==> src/rtl/seven_seg_pkg.sv <==
// Shared types, constants and segment lookup for the seven-segment scan controller.
package seven_seg_pkg;

  // Scan slot phase: all anodes dark, or one digit lit.
  typedef enum logic [0:0] {
    BLANK = 1'b0,
    SHOW  = 1'b1
  } scan_state_e;

  // Segment patterns are {g,f,e,d,c,b,a}, active-low.
  localparam logic [6:0] SEG_DASH = 7'b0111111;
  localparam logic [6:0] SEG_OFF  = 7'b1111111;
  localparam logic [3:0] AN_OFF   = 4'b1111;

  // Everything captured in one load transfer and later committed as a unit.
  typedef struct packed {
    logic [15:0] value;
    logic [3:0]  dp_en;
    logic [3:0]  digit_en;
    logic        lz_blank;
  } disp_cfg_t;

  localparam disp_cfg_t CFG_RESET = '{
    value:    16'h0000,
    dp_en:    4'h0,
    digit_en: 4'hF,
    lz_blank: 1'b0
  };

  // Nibble to active-low segment pattern; non-BCD codes render as a dash.
  function automatic logic [6:0] seg_lut(input logic [3:0] nib);
    logic [6:0] seg;
    case (nib)
      4'h0:    seg = 7'b1000000;
      4'h1:    seg = 7'b1111001;
      4'h2:    seg = 7'b0100100;
      4'h3:    seg = 7'b0110000;
      4'h4:    seg = 7'b0011001;
      4'h5:    seg = 7'b0010010;
      4'h6:    seg = 7'b0000010;
      4'h7:    seg = 7'b1111000;
      4'h8:    seg = 7'b0000000;
      4'h9:    seg = 7'b0010000;
      default: seg = SEG_DASH;
    endcase
    return seg;
  endfunction

  // True when any of the four nibbles is outside 0..9.
  function automatic logic bcd_has_invalid(input logic [15:0] v);
    logic bad;
    bad = 1'b0;
    for (int i = 0; i < 4; i++) begin
      if (v[i*4 +: 4] > 4'd9) begin
        bad = 1'b1;
      end else begin
        bad = bad;
      end
    end
    return bad;
  endfunction

endpackage

==> src/rtl/seven_seg_scan_ctrl_decode.sv <==
// Combinational single-digit decoder: BCD nibble to active-low segments.
module seg_digit_decode
  import seven_seg_pkg::*;
(
  input  logic [3:0] nibble_i,
  output logic [6:0] seg_n_o,
  output logic       invalid_o
);

  // Table lookup plus a flag for codes that are not decimal digits.
  always_comb begin
    seg_n_o   = seg_lut(nibble_i);
    invalid_o = (nibble_i > 4'd9);
  end

endmodule

==> src/rtl/seven_seg_scan_ctrl.sv <==
// Four-digit multiplexed seven-segment scan controller with double-buffered
// display value, per-digit blanking gap and leading-zero suppression.
module seven_seg_scan_ctrl
  import seven_seg_pkg::*;
#(
  parameter int TICKS_PER_DIGIT = 100000,
  parameter int BLANK_TICKS     = 1000,
  parameter int CNT_W           = 17
) (
  input  logic        clk,
  input  logic        rst_n,
  input  logic [15:0] value_bcd,
  input  logic [3:0]  dp_en,
  input  logic [3:0]  digit_en,
  input  logic        lz_blank,
  input  logic        load_valid,
  output logic        load_ready,
  output logic [6:0]  seg_n,
  output logic        dp_n,
  output logic [3:0]  an_n,
  output logic        frame_start,
  output logic        bcd_error
);

  localparam bit               HAS_BLANK  = (BLANK_TICKS > 0);
  localparam logic [CNT_W-1:0] SHOW_LAST  = CNT_W'(TICKS_PER_DIGIT - 1);
  localparam logic [CNT_W-1:0] BLANK_LAST = HAS_BLANK ? CNT_W'(BLANK_TICKS - 1) : '0;
  // Each slot starts dark unless the gap is configured away.
  localparam scan_state_e      ENTRY_STATE = scan_state_e'(HAS_BLANK ? 1'b0 : 1'b1);

  // Scan state
  scan_state_e      state_q, state_d;
  logic [CNT_W-1:0] cnt_q, cnt_d;
  logic [1:0]       idx_q, idx_d;
  logic             wrap_s;

  // Load / commit state
  disp_cfg_t pend_q;
  logic      pend_valid_q;
  logic      ready_q;
  disp_cfg_t shadow_q, shadow_d;
  logic      err_q;

  // Registered pin drivers
  logic [3:0] an_q, an_d;
  logic [6:0] seg_q, seg_d;
  logic       dp_q, dp_d;
  logic       fs_q, fs_d;

  // Digit selection and decode
  logic [3:0] nib_s;
  logic [6:0] dec_seg_s;
  logic       dec_invalid_s;
  logic [3:0] lz_mask_s;
  logic       lit_s;

  // Scan state and pin registers; outputs are loaded from the next-state
  // decode so they change in the same cycle as the state they belong to.
  always_ff @(posedge clk or negedge rst_n) begin
    if (!rst_n) begin
      state_q <= ENTRY_STATE;
      cnt_q   <= '0;
      idx_q   <= 2'd0;
      an_q    <= AN_OFF;
      seg_q   <= SEG_OFF;
      dp_q    <= 1'b1;
      fs_q    <= 1'b0;
    end else begin
      state_q <= state_d;
      cnt_q   <= cnt_d;
      idx_q   <= idx_d;
      an_q    <= an_d;
      seg_q   <= seg_d;
      dp_q    <= dp_d;
      fs_q    <= fs_d;
    end
  end

  // Next scan state: dwell counter, phase and digit index advance.
  always_comb begin
    state_d = state_q;
    cnt_d   = cnt_q + {{(CNT_W-1){1'b0}}, 1'b1};
    idx_d   = idx_q;
    wrap_s  = 1'b0;
    case (state_q)
      BLANK: begin
        if (cnt_q == BLANK_LAST) begin
          state_d = SHOW;
          cnt_d   = '0;
        end else begin
          state_d = BLANK;
        end
      end
      SHOW: begin
        if (cnt_q == SHOW_LAST) begin
          state_d = ENTRY_STATE;
          cnt_d   = '0;
          idx_d   = idx_q + 2'd1;
          wrap_s  = (idx_q == 2'd3);
        end else begin
          state_d = SHOW;
        end
      end
      default: begin
        state_d = ENTRY_STATE;
        cnt_d   = '0;
        idx_d   = 2'd0;
      end
    endcase
  end

  // Display value seen by the decoder: pending config lands at the frame wrap.
  always_comb begin
    if (wrap_s && pend_valid_q) begin
      shadow_d = pend_q;
    end else begin
      shadow_d = shadow_q;
    end
  end

  // Handshake and double buffer. ready is low exactly while pending is
  // occupied, so a transfer and a commit never coincide.
  always_ff @(posedge clk or negedge rst_n) begin
    if (!rst_n) begin
      pend_q       <= CFG_RESET;
      pend_valid_q <= 1'b0;
      ready_q      <= 1'b1;
      shadow_q     <= CFG_RESET;
      err_q        <= 1'b0;
    end else begin
      shadow_q <= shadow_d;
      if (wrap_s && pend_valid_q) begin
        err_q        <= bcd_has_invalid(pend_q.value);
        pend_valid_q <= 1'b0;
        ready_q      <= 1'b1;
      end else if (load_valid && ready_q) begin
        pend_q       <= '{value: value_bcd, dp_en: dp_en,
                          digit_en: digit_en, lz_blank: lz_blank};
        pend_valid_q <= 1'b1;
        ready_q      <= 1'b0;
      end else begin
        pend_valid_q <= pend_valid_q;
      end
    end
  end

  // Leading-zero mask: a digit is suppressed while it and every digit to its
  // left are zero; the rightmost digit always shows.
  always_comb begin
    lz_mask_s    = 4'b0000;
    lz_mask_s[3] = shadow_d.lz_blank && (shadow_d.value[15:12] == 4'd0);
    lz_mask_s[2] = lz_mask_s[3] && (shadow_d.value[11:8] == 4'd0);
    lz_mask_s[1] = lz_mask_s[2] && (shadow_d.value[7:4] == 4'd0);
  end

  // Select the nibble of the digit about to be driven.
  always_comb begin
    nib_s = shadow_d.value[{idx_d, 2'b00} +: 4];
    lit_s = shadow_d.digit_en[idx_d] && !lz_mask_s[idx_d];
  end

  seg_digit_decode u_decode (
    .nibble_i  (nib_s),
    .seg_n_o   (dec_seg_s),
    .invalid_o (dec_invalid_s)
  );

  // Pin values for the upcoming state; only a lit SHOW slot drives anything.
  always_comb begin
    an_d = AN_OFF;
    seg_d = SEG_OFF;
    dp_d = 1'b1;
    fs_d = 1'b0;
    if (state_d == SHOW) begin
      fs_d = (idx_d == 2'd0) && (cnt_d == '0);
      if (lit_s) begin
        an_d = ~(4'b0001 << idx_d);
        if (dec_invalid_s) begin
          seg_d = SEG_DASH;
        end else begin
          seg_d = dec_seg_s;
        end
        dp_d = ~shadow_d.dp_en[idx_d];
      end else begin
        an_d = AN_OFF;
      end
    end else begin
      fs_d = 1'b0;
    end
  end

  assign an_n        = an_q;
  assign seg_n       = seg_q;
  assign dp_n        = dp_q;
  assign frame_start = fs_q;
  assign load_ready  = ready_q;
  assign bcd_error   = err_q;

endmodule

==> config.mk <==
export PLATFORM = sky130hd
export DESIGN_NAME = seven_seg_scan_ctrl
export DESIGN_NICKNAME = d
export VERILOG_FILES = /design/src/rtl/seven_seg_pkg.sv /design/src/rtl/seven_seg_scan_ctrl_decode.sv /design/src/rtl/seven_seg_scan_ctrl.sv
export SDC_FILE = /design/constraint.sdc
export NUM_CORES = 1
export LEC_CHECK = 0
export CAP_MARGIN = 25
export CORE_MARGIN = 2
export CORE_UTILIZATION = 45
export CTS_BUF_LIST = sky130_fd_sc_hd__clkbuf_16
export DETAILED_ROUTE_END_ITERATION = 8
export PLACE_DENSITY = 0.65
export SLEW_MARGIN = 25
export SYNTH_ARGS = -nofsm -noshare
export SYNTH_HDL_FRONTEND = slang
export SYNTH_SLANG_ARGS = --single-unit
==> constraint.sdc <==
create_clock -name clk -period 7.4 [get_ports clk]
set_input_delay 1.11 -clock clk [delete_from_list [all_inputs] [get_ports clk]]
set_output_delay 1.11 -clock clk [all_outputs]
set_load 0.05 [all_outputs]
==> flow_summary.yaml, run 1 <==
run:
  cap_violations: 0
timing:
  period_share_pct: 53.4
  tightest_slew_ns: 0.812
  fin_skew_ns: 0.0141
  rsz0062_at_grt: "no"
  slew_headroom_pct: 45.6
  fmax_ghz: 0.253
  min_period_ns: 3.95
  fin_setup_tns_ns: 0
  hold_viol_final: 0
  setup_violations: 0
  drv_slew: 0
  hold_ws_ns: 0.469
floorplanning:
  num_rows: 36
  start_util_pct: 46.5
  io_pins: 43
  die_h_um: 105
  design.core.area_um2: 9770
  die_w_um: 105
  die_area_um2: 10900
worst_setup_path:
  critical_path_class: "flip-flop to flip-flop"
  path_cells: "ha_1, and2_1, nand3_2, mux2_4, a32oi_1, a31o_2, ha_1, nor2_1, o31ai_4, o311ai_1"
  cp.arrival_ns: 4.17
  crit_buf_inv: 0
  r2r_cells: 10
  worst_r2r_startpoint: "idx_q[0]$_DFF_PN0_"
  critPathTopFamily: "simple AND/OR/NAND/NOR gates"
  crit_slowest_cell: "dfrtp_1"
  critPathCaptureType: "flip-flop"
  path_max_fanout: 31
  reg2reg_slack_ns: 3.45
  crit_top_cell: "ha_1"
  slowest_delay_ns: 0.83
  start_kind: "flip-flop"
  required_ns: 7.62
  reg2reg_to: "seg_n[2]$_DFF_PN1_"
detailed_routing:
  drc: 0
  vias: 3415
  drt-wirelength-per-cell_um: 16.6
  totalWireLength_mm: 10.2
  drtPass1Iterations: 4
  ant_nets: 0
  drtIter0Drc: 248
  routed_via_density: 5.55
status:
  status: "complete, no violations"
clock_tree:
  clk_latency_ns: 0.34
  cts_tree: "yes"
  postCtsSetupBuffers: 0
  clkTransAtPathRegs_ns: 0.07
  numCtsBuffers: 9
  cts_resized: 0
  cts_htree_levels: 3
  clock_sinks: 86
  cts-root-buf: "clkbuf_16"
  clockBufferDepth: 2
  ctsHoldBuffers: 0
cells_and_area:
  fin_util_pct: 54.1
  diodes: 0
  layout_commonest_cell: "nand2_1"
  drive_above_1_share_pct: 19.3
  synthToLayoutAreaGrowth_pct: 16.4
  nFillCells: 885
  nets: 512
  mostFrequentLayoutCells: "nand2_1 (99), dfrtp_1 (65), clkdlybuf4s50_1 (41)"
yosys:
  synth_cell_types: 68
  syn_inst: 448
  synth_top_flop_cell: "dfrtp_1"
  syn_area_um2: 4550
  synth_area_per_cell_um2: 10.1
  ys_seq_elements: 86
  async_flop_share_pct: 100
  synth_edf_count: 0
  synth_nets: 483
  yosysWarnings: 0
  synth-seq-area-share_pct: 47.9
grt:
  grt_pass1_vias: 3310
  grt_max_degree: 54
  antenna_found_initial: 0
  grt_overflow: 0
  grt_pass1_wl_mm: 17.2
  globalRouteTotalUtil_pct: 19.9
power_and_ir_drop:
  swShare_pct: 23.6
  power_frac_comb_pct: 4.5
  clkPwrFrac_pct: 43.6
  power_density_nw_per_um2: 185
  p_leak_nw: 2.32
  irDropWorstVdd_mv: 0.111
  internal_power_w: 0.000748
  p_sw_w: 0.000230
  share_seq_of_total_power_pct: 51.9
worst_hold_path:
  hold_depth: 2
  hp-class: "flip-flop to flip-flop"
  min_from: "pend_q[2]$_DFFE_PN1P_"
  hold_end: "shadow_q[2]$_DFF_PN1_"
placement:
  port_buffers: 42
  dpl.hpwl_mm: 7.35
  place_congestion: 0.928
## metal layers
layer | up-vias | routed length [um] | track usage [%]
li1 | 1629 | - | -
met1 | 1689 | 4860 | 28.5
met2 | 80 | 4720 | 30.2
met3 | 17 | 465 | 3.45
met4 | 0 | 170 | 7.14
met5 | - | 0 | 0
## registers in the layout, summed over array words and instances (netlist names)
name          count
idx_q             2
dp_n              1
state_q           1
bcd_error         1
shadow_q         25
an_n              4
cnt_q            17
load_ready        1
frame_start       1
pend_valid_q      1
seg_n             7
pend_q           25
## stage by stage
stage	cell area (um2)	cells	setup slack [ns]	total power, W
floorplan	4550	448	4.48	0.000525
global placement	4980	598	3.54	0.000558
detailed placement	5010	599	3.51	0.000561
CTS	5290	615	3.48	0.000990
global route	5290	615	3.12	0.00102
finish	5290	615	3.45	0.000978
## cells in the mapped netlist, drive strengths merged, types with 3 or more instances
cell,instances,area [um2]
ha,7,87.6
clkbuf,9,33.8
a21oi,7,38.8
nor4b,3,26.3
or3,3,23.8
nand3,15,90.1
dfstp,21,552
a31oi,4,25.0
nand2,99,372
and3,7,43.8
nor4,5,50.1
nor2,27,109
a21o,3,22.5
nor3,11,60.1
xor2,9,78.8
buf,18,131
o21ai,17,88.8
mux2i,8,80.1
xnor2,8,88.8
mux2,27,308
dfrtp,65,1630
o211ai,11,87.6
and2,3,18.8
o31ai,3,36.3
nand4,9,56.3
inv,15,58.8
or4,5,37.5
## power groups by stage
stage / logic [W] / registers (W) / clock network (W)
2_1_floorplan: 0.0000176 / 0.000507 / 0
3_3_place_gp: 0.0000417 / 0.000516 / 0
3_5_place_dp: 0.0000450 / 0.000516 / 0
4_1_cts: 0.0000451 / 0.000508 / 0.000437
5_1_grt: 0.0000491 / 0.000510 / 0.000459
6_report: 0.0000436 / 0.000508 / 0.000426
## cell families (layout without fill, tap and decap cells)
logic type / Yosys count / after routing / share of synthesized area [%]
xor+xnor: 17 / 17 / 3.69
fa+ha+maj: 7 / 7 / 1.93
simple gates: 194 / 194 / 21.2
buf+inv: 42 / 76 / 4.93
mux: 36 / 36 / 9.03
flops: 86 / 86 / 47.9
compound gates: 66 / 66 / 11.3
## worst max path at each step
stage | cells after the start | from | endpoint
floorplan | 14 | cnt_q[0]$_DFF_PN0_ | seg_n[2]$_DFF_PN1_
finish | 10 | idx_q[0]$_DFF_PN0_ | seg_n[2]$_DFF_PN1_
global placement | 10 | idx_q[0]$_DFF_PN0_ | seg_n[2]$_DFF_PN1_
CTS | 10 | idx_q[0]$_DFF_PN0_ | seg_n[2]$_DFF_PN1_
detailed placement | 10 | idx_q[0]$_DFF_PN0_ | seg_n[2]$_DFF_PN1_
global route | 8 | idx_q[0]$_DFF_PN0_ | seg_n[2]$_DFF_PN1_
## area by class of cell
| type | count | area [um2] | area share (%) |
|---|---|---|---|
| sequential | 86 | 2180 | 41.2 |
| multi-input combinational | 320 | 2140 | 40.5 |
| timing repair buffer | 45 | 460 | 8.70 |
| clock buffer | 9 | 225 | 4.26 |
| tap | 133 | 166 | 3.14 |
| inverter | 15 | 58.8 | 1.11 |
| clock inverter | 7 | 57.6 | 1.09 |
## tightest hold or removal path, cell delays in order (launching register included)
cell and delay, ns:
dfstp_2 0.38, nand2_1 0.05, nand2_1 0.04
Note: power is estimated with default switching activity, not from simulation.
==> run 2, diff against run 1 <==
clock period = 4 ns   (was 7.4 ns; I/O delays follow)
==> flow_summary.yaml, run 2 (synthesis gave the netlist of run 1 again) <==
clock_tree:
  ctsHoldBuffers: 0
  postCtsSetupBuffers: 0
  cts_resized: 0
  clock_sinks: 86
  cts_htree_levels: 3
  clk_latency_ns: 0.35
  clockBufferDepth: 2
  cts_tree: "yes"
  numCtsBuffers: 9
  clkTransAtPathRegs_ns: 0.06
  cts-root-buf: "clkbuf_16"
floorplanning:
  die_area_um2: 10900
  num_rows: 36
  design.core.area_um2: 9770
  die_w_um: 105
  start_util_pct: 46.5
  die_h_um: 105
  io_pins: 43
detailed_routing:
  totalWireLength_mm: 10.6
  ant_nets: 0
  drc: 0
  drt-wirelength-per-cell_um: 17.0
  drtIter0Drc: 248
  drtPass1Iterations: 4
  vias: 3484
  routed_via_density: 5.58
run:
  cap_violations: 0
power_and_ir_drop:
  swShare_pct: 22.0
  clkPwrFrac_pct: 44.6
  power_density_nw_per_um2: 344
  irDropWorstVdd_mv: 0.193
  power_frac_comb_pct: 4.3
  share_seq_of_total_power_pct: 51.1
  p_leak_nw: 2.37
  p_sw_w: 0.000405
  internal_power_w: 0.00143
timing:
  period_share_pct: 84.2
  min_period_ns: 3.37
  slew_headroom_pct: 40.7
  rsz0062_at_grt: "no"
  hold_ws_ns: 0.387
  fin_skew_ns: 0.00975
  tightest_slew_ns: 0.889
  setup_violations: 0
  hold_viol_final: 0
  drv_slew: 0
  fmax_ghz: 0.297
  fin_setup_tns_ns: 0
grt:
  grt_max_degree: 73
  grt_overflow: 0
  grt_pass1_wl_mm: 18.1
  grt_pass1_vias: 3510
  globalRouteTotalUtil_pct: 21.0
  antenna_found_initial: 0
placement:
  dpl.hpwl_mm: 7.69
  port_buffers: 42
  place_congestion: 0.926
cells_and_area:
  synthToLayoutAreaGrowth_pct: 17.6
  mostFrequentLayoutCells: "nand2_1 (99), dfrtp_1 (65), clkdlybuf4s50_1 (41)"
  reg.largest.list: "pend_q: 25 flops, shadow_q: 25 flops, cnt_q: 17 flops"
  nets: 521
  diodes: 0
  layout_commonest_cell: "nand2_1"
  drive_above_1_share_pct: 20.2
worst_setup_path:
  critPathCaptureType: "flip-flop"
  start_kind: "flip-flop"
  path_max_fanout: 9
  cp.arrival_ns: 3.61
  required_ns: 4.24
  critical_path_class: "flip-flop to flip-flop"
worst_hold_path:
  hp-class: "input pin to asynchronous set/reset pin"
status:
  status: "complete, no violations"
run 2: metrics by stage:
stage,util [%],power (W),setup WS [ns],cells,area (um2)
after global routing,54.7,0.00190,0.335,624,5350
after CTS,54.7,0.00185,0.620,624,5350
after floorplan,-,0.000971,1.08,448,4550
final,54.7,0.00184,0.630,624,5350
after global placement,51.7,0.00103,0.733,608,5050
after detailed placement,51.7,0.00104,0.640,608,5050
run 2: final timing paths:
path / startpoint / endpoint / slack (ns) / cells after the start
max in group asynchronous: rst_n / load_ready$_DFFE_PN1P_ / 2.81 / 2
setup / recovery: cnt_q[0]$_DFF_PN0_ / seg_n[2]$_DFF_PN1_ / 0.63 / 12
hold reg to reg: shadow_q[6]$_DFF_PN0_ / shadow_q[6]$_DFF_PN0_ / 0.47 / 2
hold / removal: rst_n / cnt_q[15]$_DFF_PN0_ / 0.39 / 1
setup reg to reg: cnt_q[0]$_DFF_PN0_ / seg_n[2]$_DFF_PN1_ / 0.63 / 12
min in group clk: shadow_q[6]$_DFF_PN0_ / shadow_q[6]$_DFF_PN0_ / 0.47 / 2
run 2: worst max-delay path, stage by stage (launching register included):
cell and delay (ns):
dfrtp_1 0.40, ha_1 0.31, nand4_1 0.19, nor4_2 0.42, and2_1 0.35, buf_4 0.26
nand2_1 0.12, o2111a_1 0.29, a31o_2 0.26, ha_1 0.24, nor2_1 0.19, o31ai_4 0.10
o311ai_1 0.12
run 2: routing by layer:
metal	GRT usage, %	part of all wire [%]	up-vias
li1	-	-	1662
met1	28.9	46	1703
met2	31.9	46	99
met3	4.32	5.7	20
met4	9.17	2.5	0
met5	0	0	-
run 2: cell type report:
class                   count  area [um2]
well taps                 133         166
multi-input cells         320        2140
repair buffers             54         508
clock inverters             7        66.3
fillers                   899        4430
inverters                  15        58.8
clock buffers               9         225
flip-flops and latches     86        2180
run 2: power groups by stage:
stage               sequential (W)  clock [W]  combinational, W
floorplan                 0.000938          0         0.0000325
global placement          0.000952          0         0.0000788
detailed placement        0.000954          0         0.0000814
CTS                       0.000939   0.000834         0.0000818
global route              0.000943   0.000870         0.0000893
finish                    0.000939   0.000818         0.0000793
==> run 3, diff against run 2 <==
PLACE_DENSITY = 0.68   (was 0.65)
clock period = 2.8 ns   (was 4 ns; I/O delays follow)
==> flow_summary.yaml, run 3 (synthesis gave the netlist of run 1 again) <==
cells_and_area:
  nFillCells: 841
  reg.largest.list: "pend_q: 25 flops, shadow_q: 25 flops, cnt_q: 17 flops"
  final_cells: 676
  mostFrequentLayoutCells: "nand2_1 (99), dfrtp_1 (65), buf_4 (61)"
  nets: 573
  diodes: 0
  fin_util_pct: 61.0
  layout_commonest_cell: "nand2_1"
  drive_above_1_share_pct: 30.9
  synthToLayoutAreaGrowth_pct: 31.3
timing:
  slew_headroom_pct: 66.2
  fmax_ghz: 0.368
  setup_violations: 0
  drv_slew: 0
  hold_viol_final: 0
  tightest_slew_ns: 0.503
  period_share_pct: 97.1
  min_period_ns: 2.72
  fin_skew_ns: 0.00921
  rsz0062_at_grt: "yes"
worst_setup_path:
  critPathCaptureType: "flip-flop"
  crit_start: "cnt_q[11]$_DFF_PN0_"
  cp.arrival_ns: 2.95
  slowest_delay_ns: 0.40
  worst-path-stages: 10
  reg2reg_slack_ns: 0.08
  crit_slowest_cell: "dfrtp_1"
  path_max_fanout: 7
  reg2reg_to: "seg_n[2]$_DFF_PN1_"
  worst_r2r_startpoint: "cnt_q[11]$_DFF_PN0_"
  crit_buf_inv: 0
  critPathTopFamily: "simple AND/OR/NAND/NOR gates"
  crit_end: "seg_n[2]$_DFF_PN1_"
  required_ns: 3.03
  r2r_cells: 10
  start_kind: "flip-flop"
  path_cells: "nor4_4, and4_4, nand3_4, mux2_4, a32oi_2, a31o_4, ha_2, nor2_2, o31ai_4, o311ai_1"
  critical_path_class: "flip-flop to flip-flop"
placement:
  placed_cells: 649
  dpl.hpwl_mm: 8.26
  place_congestion: 0.909
  port_buffers: 42
run:
  cap_violations: 0
power_and_ir_drop:
  power_density_nw_per_um2: 467
  p_leak_nw: 2.70
  irDropWorstVdd_mv: 0.295
status:
  status: "complete, no violations"
floorplanning:
  io_pins: 43
  num_rows: 36
  start_util_pct: 46.5
  design.core.area_um2: 9770
  die_area_um2: 10900
  die_h_um: 105
  die_w_um: 105
clock_tree:
  clock_sinks: 86
  cts_htree_levels: 3
  cts_tree: "yes"
  cts-root-buf: "clkbuf_16"
  numCtsBuffers: 9
  clk_latency_ns: 0.33
  ctsHoldBuffers: 0
  clkTransAtPathRegs_ns: 0.06
  clockBufferDepth: 2
detailed_routing:
  vias: 3730
  totalWireLength_mm: 10.9
  routed_via_density: 5.52
  drtIter0Drc: 159
  ant_nets: 0
  drc: 0
  drtPass1Iterations: 4
  drt-wirelength-per-cell_um: 16.2
grt:
  grt_overflow: 0
  globalRouteTotalUtil_pct: 21.0
  grt_pass1_wl_mm: 18.5
  grt_max_degree: 48
  grt_pass1_vias: 3729
  antenna_found_initial: 0
worst_hold_path:
  hp-class: "input pin to asynchronous set/reset pin"
run 3: layout make-up:
class	instances	area (um2)	area share [%]
flip-flops and latches	86	2180	36.5
well taps	133	166	2.79
multi-input cells	321	2290	38.5
inverters	15	58.8	0.986
repair buffers	105	928	15.6
clock inverters	7	115	1.93
clock buffers	9	225	3.77
run 3: metal layers:
layer,share of wire (%),vias up,GRT usage [%]
li1,-,1758,-
met1,45,1837,28.7
met2,48,114,34.2
met3,5.4,21,3.20
met4,1.9,0,6.85
met5,0,-,0
run 3: per-stage QoR:
stage | total power [W] | setup slack (ns) | instance area, um2 | setup TNS (ns) | hold slack [ns]
after floorplan | 0.00139 | -0.0367 | 4570 | -0.101 | 0.124
after detailed placement | 0.00148 | -0.300 | 5420 | -3.11 | 0.425
after CTS | 0.00282 | 0.00140 | 5840 | 0 | 0.0774
after global routing | 0.00288 | -0.0646 | 5970 | -0.193 | 0.0954
after global placement | 0.00147 | -0.166 | 5420 | -1.28 | 0.424
final | 0.00279 | 0.0808 | 5970 | 0 | 0.0530
run 3: power breakdown:
part | internal [W] | switching [W]
logic | 0.0000711 | 0.0000426
registers | 0.00129 | 0.0000478
clock network | 0.000868 | 0.000467
total | 0.00223 | 0.000557
run 3: how the worst min path moves through the flow:
stage | from | to | slack (ns)
floorplan | rst_n | bcd_error$_DFFE_PN0N_ | 0.12
finish | rst_n | frame_start$_DFF_PN0_ | 0.05
CTS | rst_n | frame_start$_DFF_PN0_ | 0.08
global route | rst_n | frame_start$_DFF_PN0_ | 0.1
global placement | rst_n | frame_start$_DFF_PN0_ | 0.42
detailed placement | rst_n | frame_start$_DFF_PN0_ | 0.43
run 3: repair_timing:
| item | CTS | global route |
|---|---|---|
| pin swaps | 8 | 15 |
| gates resized for setup | 12 | 12 |
| buffers inserted | 3 | 7 |
| endpoints found under the setup margin | 13 | 13 |
| endpoints found under the hold margin | 0 | 0 |
| cloned | 0 | 1 |
==> edit (flow settings as in run 2) <==
Make the reset (`rst_n`) synchronous in 2 clocked blocks.
--- a/src/rtl/seven_seg_scan_ctrl.sv
+++ b/src/rtl/seven_seg_scan_ctrl.sv
@@ -57,5 +57,5 @@
   // Scan state and pin registers; outputs are loaded from the next-state
   // decode so they change in the same cycle as the state they belong to.
-  always_ff @(posedge clk or negedge rst_n) begin
+  always_ff @(posedge clk) begin
     if (!rst_n) begin
       state_q <= ENTRY_STATE;
@@ -121,5 +121,5 @@
   // Handshake and double buffer. ready is low exactly while pending is
   // occupied, so a transfer and a commit never coincide.
-  always_ff @(posedge clk or negedge rst_n) begin
+  always_ff @(posedge clk) begin
     if (!rst_n) begin
       pend_q       <= CFG_RESET;
Behaviour: differs if rst_n is asserted again (counterexample within 4 cycles, from zero or initial values and one cycle with rst_n low); with rst_n held inactive, the same outputs for 10 cycles.
==> edit against run 2 <==
- largest power group unchanged
- utilization rose by 0.24 points
- power rose by 1.2%
- count of clock-buffer cells in the layout did not move
- wire length fell by 9.7%
- synthesized area fell by 9.9%
- clock power rose by 7.0%
- first-iteration DRC count rose by 5.2%
- worst setup slack got worse by 0.18 ns
- die area fell by 9.5%
- cell area fell by 9.9%
- sequential cell count did not move
==> edit: results (changes against run 2) <==
metric	value	unit	change
WL final	9.56	mm	-9.7%
reg-to-reg slack, setup	0.45	ns	-0.18 ns
share of post-route cells with drive strength above 1	0.0664		-0.135
Mapped Nets	533		+10%
largest net degree at the start of global routing	51		-30%
overall routing resource usage	0.201		-0.00871
Worst-Margin Slew	0.832	ns	-0.0566 ns
Synth Instances	498		+11%
HP Class	reg2reg		
P_sw	395	uW	-2.4%
LEAKAGE	0.00184	uW	-22%
Placed Cells	619		+1.8%
sequential power	894	uW	-4.8%
Final Wtd Congestion	0.958		+3.5%
Peak VDD IR	217	uV	+12%
post-synth cell types	52		-24%
Synth area leaders	dfxtp_1 42%, nand2_1 7.6%, a21oi_1 4.9%, nand4_1 4.0%, nor2_1 3.5%		
hold_ws	0.457	ns	+0.0700 ns
Crit-path slowest cell	or4_1		
Layout Skew	0.0104	ns	+0.000705 ns
Non-Filler Instances	635		+1.8%
Via-to-Cell Ratio	5.71		+2.3%
number of global-route vias before repair	3256		-7.2%
Clk. pwr	875	uW	+7.0%
ys async rst share	0		-1.00
drt pass-1 iters	5		+1
Pwr top	registers		
status	finished, final reports clean		
critical path arrival	3.78	ns	+0.17 ns
Met1 Wirelength	4.56	mm	-6.3%
initial antenna violation count	0		unchanged
Ys Warns	0		unchanged
Worst path max stage delay	0.64	ns	+0.22 ns
first-pass GRT wire length	16.0	mm	-12%
post-CTS setup buffer count	0		unchanged
CP startpoint	cnt_q[0]		
GR Layer Usage met2	0.303		-0.0158
Post-DP HPWL	6.98	mm	-9.2%
critical path endpoint	seg_n[2]		
clock latency on the worst-skew pair	0.33	ns	-0.02 ns
met2 wire len	4.26	mm	-12%
Post-synth top cells	86 x dfxtp_1, 83 x nand2_1, 40 x a21oi_1		
starting DRC count in detailed routing	261		+5.2%
CTS buffer count	9		unchanged
DP Area	4500	um2	-11%
post-synthesis sequential area ratio	0.420		-0.0591
Power Density	386	nW/um2	+12%
worst-path fanout max	13		+4
nets@finish	557		+6.9%
met1 Use GR	0.287		-0.00219
met3 routed WL	560	um	-6.8%
M3 GR Usage	0.0443		+0.00104
==> edit: kinds of logic after synthesis <==
family | synth area share
and+or+nand+nor | 0.266
AOI/OAI and AO/OA | 0.161
DFF | 0.420
buffers and inverters | 0.0620
xor gates and xnor gates | 0.0427
muxes | 0.0272
adders and majority gates | 0.0214
==> edit: metrics by stage <==
step           utilization  total power (uW)  setup slack (ns)
6_report             0.549              1860             0.447
5_1_grt              0.549              1930             0.238
4_1_cts              0.549              1880             0.488
3_5_place_dp         0.514              1000             0.503
3_3_place_gp         0.514              1000             0.663
2_1_floorplan            -               959             0.910
==> edit: critical path, delay by kind of cell (launching register included) <==
kind	cells	cell delay (ns)
and+or+nand+nor	3	1.39
AOI/OAI and AO/OA	5	0.95
adders and majority gates	2	0.49
DFF	1	0.39
buffers and inverters	2	0.24
==> edit: area by class of cell <==
cell class,instances,area (um2)
repair buffers,50,480
inverters,11,41.3
clock buffers,9,225
flip-flops and latches,86,1720
well taps,108,135
fillers,830,3950
multi-input cells,364,2120
clock inverters,7,88.8
